[config.mk]
export PLATFORM = sky130hd
export DESIGN_NAME = uart_bus_slave
export DESIGN_NICKNAME = d
export VERILOG_FILES = /design/src/rtl/uart_bus_slave.sv
export SDC_FILE = /design/constraint.sdc
export NUM_CORES = 1
export LEC_CHECK = 0
export BUFFER_PORTS_ARGS = -buffer_cell sky130_fd_sc_hd__clkbuf_2
export CAP_MARGIN = 20
export CORE_AREA = 2 2 92 94
export DETAILED_ROUTE_END_ITERATION = 12
export DIE_AREA = 0 0 94 96
export GPL_TIMING_DRIVEN = 0
export PLACE_DENSITY = 0.77
export SETUP_SLACK_MARGIN = 0.4
export SYNTH_ARGS = -nofsm -noshare
export SYNTH_HDL_FRONTEND = slang
export SYNTH_SLANG_ARGS = --single-unit
[constraint.sdc]
create_clock -name clk -period 6.9 [get_ports clk]
set_clock_uncertainty 0.2 [all_clocks]
set_input_delay 1.035 -clock clk [delete_from_list [all_inputs] [get_ports clk]]
set_output_delay 1.035 -clock clk [all_outputs]
set_load 0.005 [all_outputs]
[src/rtl/uart_bus_slave.sv]
// Memory-mapped 8N1 UART for the MIPS data bus: TXD, RXD and CON registers
// with combinational loads, edge-applied side effects and a level interrupt.
module uart_bus_slave #(
  parameter logic [31:0] BASE_ADDR = 32'h4000_0018,
  parameter int          CLK_FREQ  = 100_000_000,
  parameter int          BAUD      = 9600
) (
  input  logic        clk,
  input  logic        reset,
  input  logic        mem_rd,
  input  logic        mem_wr,
  input  logic [31:0] addr,
  input  logic [31:0] wdata,
  output logic [31:0] rdata,
  input  logic        uart_rx,
  output logic        uart_tx,
  output logic        irq,
  output logic [1:0]  o_dbg_tx_state,
  output logic [1:0]  o_dbg_rx_state
);
  localparam int          DIV      = CLK_FREQ / BAUD;
  localparam logic [15:0] DIV_M1   = 16'(DIV - 1);
  localparam logic [15:0] HALF_M1  = 16'(DIV / 2 - 1);
  localparam logic [31:0] RXD_ADDR = BASE_ADDR + 32'd4;
  localparam logic [31:0] CON_ADDR = BASE_ADDR + 32'd8;

  typedef enum logic [1:0] {TX_IDLE, TX_START, TX_DATA, TX_STOP} tx_state_t;
  typedef enum logic [1:0] {RX_IDLE, RX_START, RX_DATA, RX_STOP} rx_state_t;

  tx_state_t   r_tx_state, w_tx_next;
  rx_state_t   r_rx_state, w_rx_next;
  logic [15:0] r_tx_cnt, w_tx_cnt_next, r_rx_cnt, w_rx_cnt_next;
  logic [2:0]  r_tx_bit, w_tx_bit_next, r_rx_bit, w_rx_bit_next;
  logic [7:0]  r_tx_data, r_rx_data, r_rx_shift, w_rx_shift_next;
  logic [1:0]  r_rx_sync;
  logic        r_uart_tx, w_tx_line, w_tx_done_set, w_rx_done;
  logic        r_tx_ie, r_rx_ie, r_tx_done, r_rx_valid, r_overrun;
  logic        w_hit_txd, w_hit_rxd, w_hit_con, w_txd_wr, w_rxd_rd, w_con_wr;
  logic        w_tx_busy, w_tx_end, w_rx_s;
  logic        w_unused;

  assign w_hit_txd = (addr == BASE_ADDR);
  assign w_hit_rxd = (addr == RXD_ADDR);
  assign w_hit_con = (addr == CON_ADDR);
  assign w_tx_busy = (r_tx_state != TX_IDLE);
  assign w_txd_wr  = mem_wr & w_hit_txd & ~w_tx_busy;
  assign w_rxd_rd  = mem_rd & w_hit_rxd;
  assign w_con_wr  = mem_wr & w_hit_con;
  assign w_tx_end  = (r_tx_cnt == DIV_M1);
  assign w_rx_s    = r_rx_sync[1];
  assign w_unused  = ^wdata[31:8];

  // Line value is computed from the next state so uart_tx can be a flop.
  always_comb begin
    w_tx_next     = r_tx_state;
    w_tx_cnt_next = r_tx_cnt;
    w_tx_bit_next = r_tx_bit;
    w_tx_done_set = 1'b0;
    w_tx_line     = 1'b1;
    case (r_tx_state)
      TX_IDLE: if (w_txd_wr) begin
        w_tx_next     = TX_START;
        w_tx_cnt_next = '0;
      end
      TX_START: if (w_tx_end) begin
        w_tx_next     = TX_DATA;
        w_tx_cnt_next = '0;
        w_tx_bit_next = '0;
      end else w_tx_cnt_next = r_tx_cnt + 16'd1;
      TX_DATA: if (w_tx_end) begin
        w_tx_cnt_next = '0;
        if (r_tx_bit == 3'd7) w_tx_next = TX_STOP;
        else w_tx_bit_next = r_tx_bit + 3'd1;
      end else w_tx_cnt_next = r_tx_cnt + 16'd1;
      TX_STOP: if (w_tx_end) begin
        w_tx_next     = TX_IDLE;
        w_tx_cnt_next = '0;
        w_tx_done_set = 1'b1;
      end else w_tx_cnt_next = r_tx_cnt + 16'd1;
      default: w_tx_next = TX_IDLE;
    endcase
    case (w_tx_next)
      TX_START: w_tx_line = 1'b0;
      TX_DATA:  w_tx_line = r_tx_data[w_tx_bit_next];
      default:  w_tx_line = 1'b1;
    endcase
  end

  always_comb begin
    w_rx_next       = r_rx_state;
    w_rx_cnt_next   = r_rx_cnt;
    w_rx_bit_next   = r_rx_bit;
    w_rx_shift_next = r_rx_shift;
    w_rx_done       = 1'b0;
    case (r_rx_state)
      RX_IDLE: if (!w_rx_s) begin
        w_rx_next     = RX_START;
        w_rx_cnt_next = '0;
      end
      RX_START: if (r_rx_cnt == HALF_M1) begin
        w_rx_cnt_next = '0;
        w_rx_bit_next = '0;
        w_rx_next     = w_rx_s ? RX_IDLE : RX_DATA;
      end else w_rx_cnt_next = r_rx_cnt + 16'd1;
      RX_DATA: if (r_rx_cnt == DIV_M1) begin
        w_rx_cnt_next   = '0;
        w_rx_shift_next = {w_rx_s, r_rx_shift[7:1]};
        if (r_rx_bit == 3'd7) w_rx_next = RX_STOP;
        else w_rx_bit_next = r_rx_bit + 3'd1;
      end else w_rx_cnt_next = r_rx_cnt + 16'd1;
      RX_STOP: if (r_rx_cnt == DIV_M1) begin
        w_rx_cnt_next = '0;
        w_rx_next     = RX_IDLE;
        w_rx_done     = w_rx_s;
      end else w_rx_cnt_next = r_rx_cnt + 16'd1;
      default: w_rx_next = RX_IDLE;
    endcase
  end

  always_ff @(posedge clk) begin
    if (reset) begin
      r_tx_state <= TX_IDLE;
      r_rx_state <= RX_IDLE;
      r_tx_cnt   <= '0;
      r_rx_cnt   <= '0;
      r_tx_bit   <= '0;
      r_rx_bit   <= '0;
      r_tx_data  <= '0;
      r_rx_data  <= '0;
      r_rx_shift <= '0;
      r_rx_sync  <= 2'b11;
      r_uart_tx  <= 1'b1;
      r_tx_ie    <= 1'b0;
      r_rx_ie    <= 1'b0;
      r_tx_done  <= 1'b0;
      r_rx_valid <= 1'b0;
      r_overrun  <= 1'b0;
    end else begin
      r_tx_state <= w_tx_next;
      r_rx_state <= w_rx_next;
      r_tx_cnt   <= w_tx_cnt_next;
      r_rx_cnt   <= w_rx_cnt_next;
      r_tx_bit   <= w_tx_bit_next;
      r_rx_bit   <= w_rx_bit_next;
      r_rx_shift <= w_rx_shift_next;
      r_rx_sync  <= {r_rx_sync[0], uart_rx};
      r_uart_tx  <= w_tx_line;
      if (w_txd_wr) r_tx_data <= wdata[7:0];
      if (w_con_wr) begin
        r_tx_ie <= wdata[0];
        r_rx_ie <= wdata[1];
      end
      // Completion events win over same-edge clears.
      if (w_tx_done_set) r_tx_done <= 1'b1;
      else if (w_txd_wr || (w_con_wr && wdata[2])) r_tx_done <= 1'b0;
      if (w_rx_done) begin
        r_rx_data  <= r_rx_shift;
        r_rx_valid <= 1'b1;
        if (r_rx_valid) r_overrun <= 1'b1;
        else if (w_rxd_rd) r_overrun <= 1'b0;
      end else if (w_rxd_rd) begin
        r_rx_valid <= 1'b0;
        r_overrun  <= 1'b0;
      end
    end
  end

  always_comb begin
    rdata = '0;
    if (mem_rd) begin
      if (w_hit_txd)      rdata = {24'b0, r_tx_data};
      else if (w_hit_rxd) rdata = {24'b0, r_rx_data};
      else if (w_hit_con) rdata = {26'b0, r_overrun, w_tx_busy, r_rx_valid,
                                   r_tx_done, r_rx_ie, r_tx_ie};
    end
  end

  assign uart_tx        = r_uart_tx;
  assign irq            = (r_tx_ie & r_tx_done) | (r_rx_ie & r_rx_valid);
  assign o_dbg_tx_state = r_tx_state;
  assign o_dbg_rx_state = r_rx_state;
endmodule

==> results of run 1 <==
synth_stat cells (all sizes together) (2+ instances only):
cell,count
or2,5
nand3b,11
mux2i,12
nor4,18
nor4b,6
a31oi,2
a21oi,48
nand3,14
clkbuf,21
and2,2
o21ai,25
nand4,6
nor3,8
and3,11
nand2b,4
buf,24
dfxtp,74
nand2,62
a222oi,6
nor3b,9
ha,10
inv,10
nor2,64
a22oi,9
a31o,4
nor2b,11
a211oi,6
nand4b,3
a311oi,4
a41oi,3
how the worst min path moves through the flow:
stage,start,end,slack [ns],cells past startpoint
after floorplan,r_rx_sync[0],r_rx_sync[1],0.19,1
after global placement,r_rx_sync[0],r_rx_sync[1],0.19,1
after detailed placement,r_rx_sync[0],r_rx_sync[1],0.20,1
after CTS,r_rx_sync[0],r_rx_sync[1],0.21,1
after global routing,r_rx_sync[0],r_rx_sync[1],0.24,1
final,r_rx_sync[0],r_rx_sync[1],0.21,1
through the flow:
stage | hold WS [ns] | power (mW) | worst slack [ns] | instance area (sq um) | std cells
floorplan | 0.1895 | 0.5082 | 3.076 | 4125 | 535
global placement | 0.1948 | 0.5407 | 2.368 | 4547 | 698
detailed placement | 0.2006 | 0.5436 | 2.840 | 4552 | 699
CTS | 0.2142 | 0.8900 | 2.835 | 4758 | 715
global route | 0.2373 | 0.9247 | 2.534 | 4758 | 715
finish | 0.2078 | 0.8867 | 2.787 | 4758 | 715
state kept, by name (all words and copies together) (netlist names), 3 cells and up, named ones only:
register,count
r_rx_shift,8
r_tx_data,8
r_tx_cnt,16
r_rx_data,8
r_rx_bit,3
r_tx_bit,3
r_rx_cnt,16
routing by layer:
metal,share of wire,vias to the layer above,track usage
li1,-,1995,-
met5,0,-,0
met3,0.070,14,0.03054
met2,0.49,162,0.4054
met4,0.014,0,0.07971
met1,0.42,1836,0.2776
where the power goes:
| group | internal, mW | switching, mW | leakage [nW] |
|---|---|---|---|
| clock network | 0.173 | 0.179 | 0.105 |
| registers | 0.431 | 0.00399 | 0.597 |
| logic | 0.0406 | 0.0589 | 1.18 |
| total | 0.645 | 0.242 | 1.88 |
cell families (layout without fill, tap and decap cells):
family,after synthesis,count (layout),synth area share
AO/OA/AOI/OAI,117,117,0.1809
multiplexers,13,13,0.03253
buffers and inverters,56,131,0.07683
flip-flops,74,74,0.3668
AND/OR/NAND/NOR,241,241,0.3110
adder cells (fa/ha/maj),10,10,0.03098
other,1,24,0.0009285
cell type report:
class                           instances  area, sq um
Fill cell                             761         3293
Multi-Input combinational cell        405         2333
Sequential cell                        74         1481
Timing Repair Buffer                   59        295.3
Buffer                                 45        269.0
Tap cell                              105        131.4
Clock buffer                            9        123.9
Clock inverter                          7        82.58
Inverter                               11        41.29
==> reports/summary.txt, run 1 <==
Run status: finished, final reports clean
Starting Density: 0.5016
Share of post-route cells with drive strength above 1: 0.1902
Post-synth cell types: 53
Num Clock Sinks: 74
Total I/O pin count: 107
Req. time, crit path: 5.66 ns
Die area: 9024 sq um
Routability Congestion: 0.8657
Max-cap check violation count: 0
Worst path bufs/invs: 3
Fin. Hold Viols: 0
IO buf count: 58
Final Critical Period: 4.113 ns
Post-synth EDFFs: 0
Core region area: 8051 sq um
GR Util All Layers: 0.2258
End point of the critical path: rdata[0]
Relative slew margins: 0.5932
Register area share after synthesis: 0.3668
Worst vdd ir: 0.00009774 V
Post-Route Setup TNS: 0 ns
Layout Area Growth over Synthesis: 17.81%
Maximum fanout along the worst path: 10
Ys Warns: 0
R2r setup slk: 3.84 ns
Slowest CP cell: clkbuf_1
Synth top area share: 0.3668
CTS tree: yes
Post-Syn Instances: 512
# rows: 33
Residual DRC: 0
Initial antenna violation count: 0
Worst Hold Class: reg -> reg
Largest net degree at the start of global routing: 16
Clock Tree Buf Depth: 2
Via count: 4007
Most area-hungry cell type in the Yosys netlist: dfxtp_1
WP depth: 9
CP max stage delay: 0.38 ns
Setup Viol. Count Final: 0
Max Freq: 243.1 MHz
CP startpoint kind: primary input
Root Driver: clkbuf_8
Worst-skew pair later-pin latency: 0.35 ns
Setup Fix Bufs, Post-CTS: 0
Nets: 684
Final worst-path cycle share: 0.5961
R2R Path Start: r_tx_cnt[15]
RSZ-0062 raised after global routing: no
Most used DFF post-synth: dfxtp_1
GRT overflow: 0
Die Y: 96 microns
Top post-synthesis cells by area: dfxtp_1 (37%), a21oi_1 (5.9%), nor2_1 (5.9%)
Final wirelength: 9.921 mm
Via/cell ratio: 5.604
TritonCTS Buffers: 9
Crit. End Element: primary output
Commonest non-fill, non-tap cell in the layout: dfxtp_1
Cell Pwr Density: 186.3 nW/um^2
Post-CTS Hold Buffers: 0
Worst setup path class: in -> out
DR WL/cell: 13.88 microns
Initial DRC count: 239
Die W: 94 microns
Crit path launch: addr[18]
Vias in the first global route: 3580
CP top delay family: simple AND/OR/NAND/NOR gates
R2R depth: 7
Final slew viol count: 0
First-pass GRT wire length: 16.24 mm
Avg Inst Size Synth: 7.888 sq um
Synth Cell Area: 4039 sq um
Antenna viol nets, final: 0
Critical-path cell list: clkbuf_2 > nor4_1 > nand2_1 > nor4_1 > and2_1 > clkbuf_1 > a222oi_1 > nor2b_1 > clkbuf_2
Ant diodes: 0
Commonest cells after routing, fill and taps aside: dfxtp_1 (74), nor2_1 (63), nand2_1 (62), clkbuf_2 (58), a21oi_1 (48)
DP Wirelength: 7.417 mm
P_leak: 1.883 nW
#FFs+latches synth: 74
Util after Layout: 0.5910
Ys async rst share: 0
Pre-Repair DR Iteration Count: 8
H-tree levels: 3
Least-Margin Pin Slew: 0.6103 ns
RR Endpoint: uart_tx
Worst EP arrival: 2.88 ns
Post-CTS resize count: 0
Clk pin slew, worst setup/hold paths: 0.08 ns
Power figures use the tool's default switching activity.
==> inputs of run 2 (changes only) <==
CORE_AREA = 2 2 95 97   (was 2 2 92 94)
DIE_AREA = 0 0 97 99   (was 0 0 94 96)
PLACE_DENSITY = 0.76   (was 0.77)
clock period = 3.3 ns   (was 6.9 ns; I/O delays follow)
==> run 2 against run 1 <==
Die area grew 6.4%. Global-route usage shrank 1.6 points. Hold slack lost 0.076 ns. Wire length grew 4.6%. Sequential share of layout area shrank 0.77 points. First-iteration DRC count grew 18%. Non-clock buffer count grew 5. Critical endpoint is now rdata[6]. Sequential cell count is the same. Design area grew 2.6%.
==> reports/summary.txt, run 2 (synthesis gave the netlist of run 1 again) <==
Vias in the first global route: 3626 (+1.3%)
Clk pwr share: 0.398 (about the same)
Num Clock Sinks: 74 (unchanged)
Clk pin slew, worst setup/hold paths: 0.08 ns (about the same)
Largest net degree at the start of global routing: 16 (unchanged)
First-pass GRT wire length: 16.73 mm (+3.0%)
Worst EP arrival: 2.13 ns (-0.75 ns)
Power Total: 1.868 mW (+110%)
Root Driver: clkbuf_8
Sw Pwr: 0.5175 mW (+110%)
Fin. Hold Viols: 0 (unchanged)
Worst-skew pair later-pin latency: 0.35 ns (about the same)
IO buf count: 58 (unchanged)
Commonest non-fill, non-tap cell in the layout: dfxtp_1
Internal power: 1.350 mW (+110%)
Final slew viol count: 0 (unchanged)
Top Registers: r_rx_cnt x16, r_tx_cnt x16
Worst vdd ir: 0.0002413 V (+150%)
Worst Hold Class: in -> reg
Die W: 97 microns (+3.2%)
Core region area: 8551 sq um (+6.2%)
Combinational power share: 0.115 (+0.003)
Fillcell total: 816 (+7.2%)
Ant diodes: 0 (unchanged)
Antenna viol nets, final: 0 (unchanged)
Final wirelength: 10.38 mm (+4.6%)
Max-cap check violation count: 0 (unchanged)
Routability Congestion: 0.8459 (-2.3%)
Max Freq: 353.8 MHz
Crit. End Element: primary output
DP Wirelength: 7.555 mm (+1.9%)
Setup ws final: 0.4733 ns (-2.313 ns)
Die area: 9603 sq um (+6.4%)
R2R Path Start: r_tx_cnt[11]
Final Critical Period: 2.827 ns
Run status: finished, final reports clean
Sequential power share: 0.487 (-0.004)
Post-CTS Hold Buffers: 0 (unchanged)
CTS tree: yes
Nets: 689 (+0.73%)
P_leak: 1.932 nW (+2.6%)
Commonest cells after routing, fill and taps aside: dfxtp_1 (74), nor2_1 (63), nand2_1 (61), clkbuf_2 (58), a21oi_1 (47)
Initial antenna violation count: 0 (unchanged)
Via count: 4013 (+0.15%)
Residual DRC: 0 (unchanged)
RSZ-0062 raised after global routing: yes
Share of post-route cells with drive strength above 1: 0.2179 (+0.02772)
DR WL/cell: 14.35 microns (+3.4%)
Total I/O pin count: 107 (unchanged)
Final Non-Filler Cells: 723 (+1.1%)
CP startpoint kind: primary input
Via/cell ratio: 5.550 (-0.96%)
Switching Share: 0.2771 (+0.004465)
H-tree levels: 3 (unchanged)
Initial DRC count: 283 (+18%)
# rows: 34 (+3.0%)
GRT overflow: 0 (unchanged)
TritonCTS Buffers: 9 (unchanged)
Pre-Repair DR Iteration Count: 7 (-1)
Die Y: 99 microns (+3.1%)
Least-Margin Pin Slew: 0.5926 ns (-0.01770 ns)
Req. time, crit path: 2.60 ns (-3.06 ns)
CP max stage delay: 0.32 ns (-0.06 ns)
Layout Area Growth over Synthesis: 20.82%
Crit path launch: addr[18]
Critical-path cell list: clkbuf_2 > nor4_2 > nand2_2 > nor4_2 > and2_1 > clkbuf_4 > a22oi_1 > nor2b_1 > clkbuf_2
Worst hold slack: 0.1321 ns (-0.07569 ns)
Worst slack, placed: 0.1791 ns (-2.661 ns)
Starting Density: 0.4723 (-0.02929)
Maximum fanout along the worst path: 10 (unchanged)
Final worst-path cycle share: 0.8566
Dpl cells: 702 (+0.43%)
R2r setup slk: 0.53 ns (-3.31 ns)
Slowest CP cell: nor4_2
Setup Viol. Count Final: 0 (unchanged)
Hold_sp: uart_rx
Worst setup path class: in -> out
Relative slew margins: 0.6050 (+0.01180)
GR Util All Layers: 0.2097 (-0.01608)
Clock Tree Buf Depth: 2 (unchanged)
Cell Pwr Density: 382.7 nW/um^2 (+110%)
-- run 2: final cells by class --
cell class	count	area [sq um]	share of cell area
Multi-Input combinational cell	405	2407	0.4933
Inverter	11	41.29	0.008462
Buffer	45	276.5	0.05667
Sequential cell	74	1481	0.3036
Clock buffer	9	123.9	0.02538
Clock inverter	7	81.33	0.01667
Timing Repair Buffer	64	332.8	0.06821
Tap cell	108	135.1	0.02769
-- run 2: worst paths after layout --
path | to | cells past startpoint
max | rdata[6] | 9
min | r_rx_sync[0] | 2
max reg2reg | uart_tx | 8
min reg2reg | r_rx_sync[1] | 1
-- run 2: what timing repair did --
| item | 4_1_cts | 5_1_grt |
|---|---|---|
| endpoints found under the setup margin | 9 | 20 |
| resized for setup | 4 | 14 |
| pin swaps | 1 | 4 |
| setup buffers | 3 | 2 |
-- run 2: critical path: cells and delay by family --
kind            cells  cell delay [ns]
buf+inv             3             0.44
simple gates        5             1.11
compound gates      1             0.09
-- run 2: stage by stage --
| step | cell area, sq um | utilization | TNS, ns |
|---|---|---|---|
| 6_report | 4880 | 0.5707 | 0 |
| 5_1_grt | 4880 | 0.5707 | 0 |
| 4_1_cts | 4795 | 0.5607 | 0 |
| 3_5_place_dp | 4556 | 0.5328 | 0 |
| 3_3_place_gp | 4551 | 0.5322 | -0.6882 |
| 2_1_floorplan | 4125 | - | 0 |
-- run 2: power groups by stage --
stage	Sequential, mW	Clock (mW)	Combinational [mW]
4_1_cts	0.910	0.749	0.207
2_1_floorplan	0.929	0	0.133
5_1_grt	0.912	0.790	0.239
6_report	0.910	0.743	0.215
3_3_place_gp	0.930	0	0.201
3_5_place_dp	0.931	0	0.206
-- run 2: routing by layer --
metal / vias up / GRT usage / routed length (microns)
met5: - / 0 / 0
met4: 0 / 0.06826 / 139
met3: 16 / 0.03404 / 686
met2: 153 / 0.3809 / 5247
met1: 1844 / 0.2530 / 4302
li1: 2000 / - / -
==> inputs of run 3 (changes only) <==
MAX_ROUTING_LAYER = met4   (was not set)
SKIP_LAST_GASP = 1   (was not set)
SLEW_MARGIN = 25   (was not set)
==> run 3 against run 2 <==
Final cell count decreased by 0.14%. Non-clock buffer count decreased by 1. Largest power group unchanged. Design area increased by 0.26%. Largest cell class unchanged.
==> reports/summary.txt, run 3 (synthesis gave the netlist of run 1 again) <==
DR WL/cell: 14.29 microns (-0.44%)
Worst Hold Class: in -> reg
Cell Pwr Density: 388.2 nW/um^2 (+1.4%)
Final slew viol count: 0 (unchanged)
RR Endpoint: uart_tx
Share of post-route cells with drive strength above 1: 0.2150 (-0.002902)
Fin. Hold Viols: 0 (unchanged)
Dpl cell area: 4557 sq um (about the same)
Nets: 688 (-0.15%)
H-tree levels: 3 (unchanged)
R2r setup slk: 0.56 ns (+0.03 ns)
Starting Density: 0.4723 (unchanged)
Top Registers: r_rx_cnt x16, r_tx_cnt x16
Fillcell total: 822 (+0.74%)
DP Wirelength: 7.604 mm (+0.64%)
Worst setup path class: in -> out
Worst-skew pair later-pin latency: 0.35 ns (about the same)
IO buf count: 58 (unchanged)
Setup Viol. Count Final: 0 (unchanged)
TritonCTS Buffers: 9 (unchanged)
Post-CTS Hold Buffers: 0 (unchanged)
Run status: finished, final reports clean
Setup ws final: 0.5266 ns (+0.05335 ns)
Largest net degree at the start of global routing: 14 (-2)
R2R Path Start: r_tx_cnt[11]
Worst slack, placed: 0.1665 ns (-0.01264 ns)
Hold_sp: uart_rx
Num Clock Sinks: 74 (unchanged)
Residual DRC: 0 (unchanged)
CTS tree: yes
Clock Tree Buf Depth: 2 (unchanged)
Hold path depth: 2 (unchanged)
Antenna viol nets, final: 0 (unchanged)
GRT overflow: 0 (unchanged)
Core region area: 8551 sq um (unchanged)
R2R depth: 8 (unchanged)
Final Critical Period: 2.773 ns (-0.05335 ns)
Commonest non-fill, non-tap cell in the layout: dfxtp_1
Die W: 97 microns (unchanged)
Initial DRC count: 179 (-37%)
P_leak: 1.942 nW (+0.51%)
Layout Area Growth over Synthesis: 21.13%
Crit. End Element: primary output
Routability Congestion: 0.8628 (+2.0%)
Design area: 4892 sq um (+0.26%)
Pre-Repair DR Iteration Count: 6 (-1)
Vias in the first global route: 3628 (+0.055%)
Via count: 4012 (-0.025%)
Relative slew margins: 0.6015 (-0.003443)
Least-Margin Pin Slew: 0.5977 ns (+0.005164 ns)
Root Driver: clkbuf_8
Hold endpoint: r_rx_sync[0]
Clk pin slew, worst setup/hold paths: 0.07 ns (about the same)
# rows: 34 (unchanged)
Worst EP arrival: 2.08 ns (-0.05 ns)
Final worst-path cycle share: 0.8404 (-0.01617)
Total I/O pin count: 107 (unchanged)
GR Util All Layers: 0.2167 (+0.006962)
Die area: 9603 sq um (unchanged)
Die Y: 99 microns (unchanged)
Req. time, crit path: 2.60 ns (about the same)
Ant diodes: 0 (unchanged)
Max-cap check violation count: 0 (unchanged)
Max Freq: 360.6 MHz (+1.9%)
Initial antenna violation count: 0 (unchanged)
Final wirelength: 10.32 mm (-0.58%)
Maximum fanout along the worst path: 10 (unchanged)
Worst vdd ir: 0.0002868 V (+19%)
RSZ-0062 raised after global routing: yes
First-pass GRT wire length: 16.73 mm (unchanged)
Via/cell ratio: 5.557 (+0.11%)
Commonest cells after routing, fill and taps aside: dfxtp_1 (74), nor2_1 (63), nand2_1 (60), clkbuf_2 (58), a21oi_1 (47)
CP startpoint kind: primary input
-- run 3: area by class of cell --
type	count	area [sq um]	share of cell area
Buffer	45	276.5	0.05652
Sequential cell	74	1481	0.3028
Clock inverter	6	90.09	0.01841
Clock buffer	10	127.6	0.02609
Timing Repair Buffer	63	327.8	0.06701
Multi-Input combinational cell	405	2412	0.4931
Tap cell	108	135.1	0.02762
Inverter	11	41.29	0.008440
-- run 3: stage by stage --
stage / setup TNS (ns) / utilization / total power, mW / hold slack, ns / std cells
2_1_floorplan: 0 / - / 1.063 / 0.1895 / 535
3_3_place_gp: -0.7123 / 0.5322 / 1.132 / 0.1933 / 701
3_5_place_dp: 0 / 0.5329 / 1.136 / 0.2071 / 701
4_1_cts: 0 / 0.5641 / 1.909 / 0.1322 / 720
5_1_grt: 0 / 0.5721 / 1.972 / 0.1418 / 722
6_report: 0 / 0.5721 / 1.899 / 0.1399 / 722
-- run 3: what timing repair did --
action / in CTS / in global routing
resized for setup: 6 / 12
setup endpoints to repair: 9 / 19
cloned: 0 / 0
setup buffers: 3 / 2
pin swaps: 2 / 3
-- run 3: routing by layer --
layer / vias to the layer above / track usage / part of all wire
met2: 154 / 0.3846 / 0.50
met3: 11 / 0.05248 / 0.073
met1: 1842 / 0.2464 / 0.41
li1: 2005 / - / -
met4: 0 / 0.05309 / 0.014
met5: - / - / 0
-- run 3: power by group --
part           switching, mW  leakage (nW)  total [mW]  internal (mW)
Clock                  0.347         0.107       0.776          0.429
Combinational          0.128          1.24       0.214         0.0859
Sequential           0.00857         0.597       0.910          0.901
-- run 3: worst max-delay path, cell delays in order --
cell and delay (ns):
clkbuf_2 0.10, nor4_4 0.29, nand2_2 0.15, nor4_4 0.28
and2_1 0.15, clkbuf_4 0.20, a22oi_1 0.08, nor2b_1 0.18
clkbuf_2 0.14
-- run 3: worst max path at each step --
stage              from        to  slack (ns)  depth (start not counted)
2_1_floorplan  addr[18]  rdata[0]        0.56                          5
3_3_place_gp   addr[17]  rdata[5]       -0.13                          7
3_5_place_dp   addr[17]  rdata[5]        0.17                          9
4_1_cts        addr[17]  rdata[5]        0.40                          9
5_1_grt        addr[10]  rdata[5]        0.35                          9
6_report       addr[17]  rdata[7]        0.53                          9
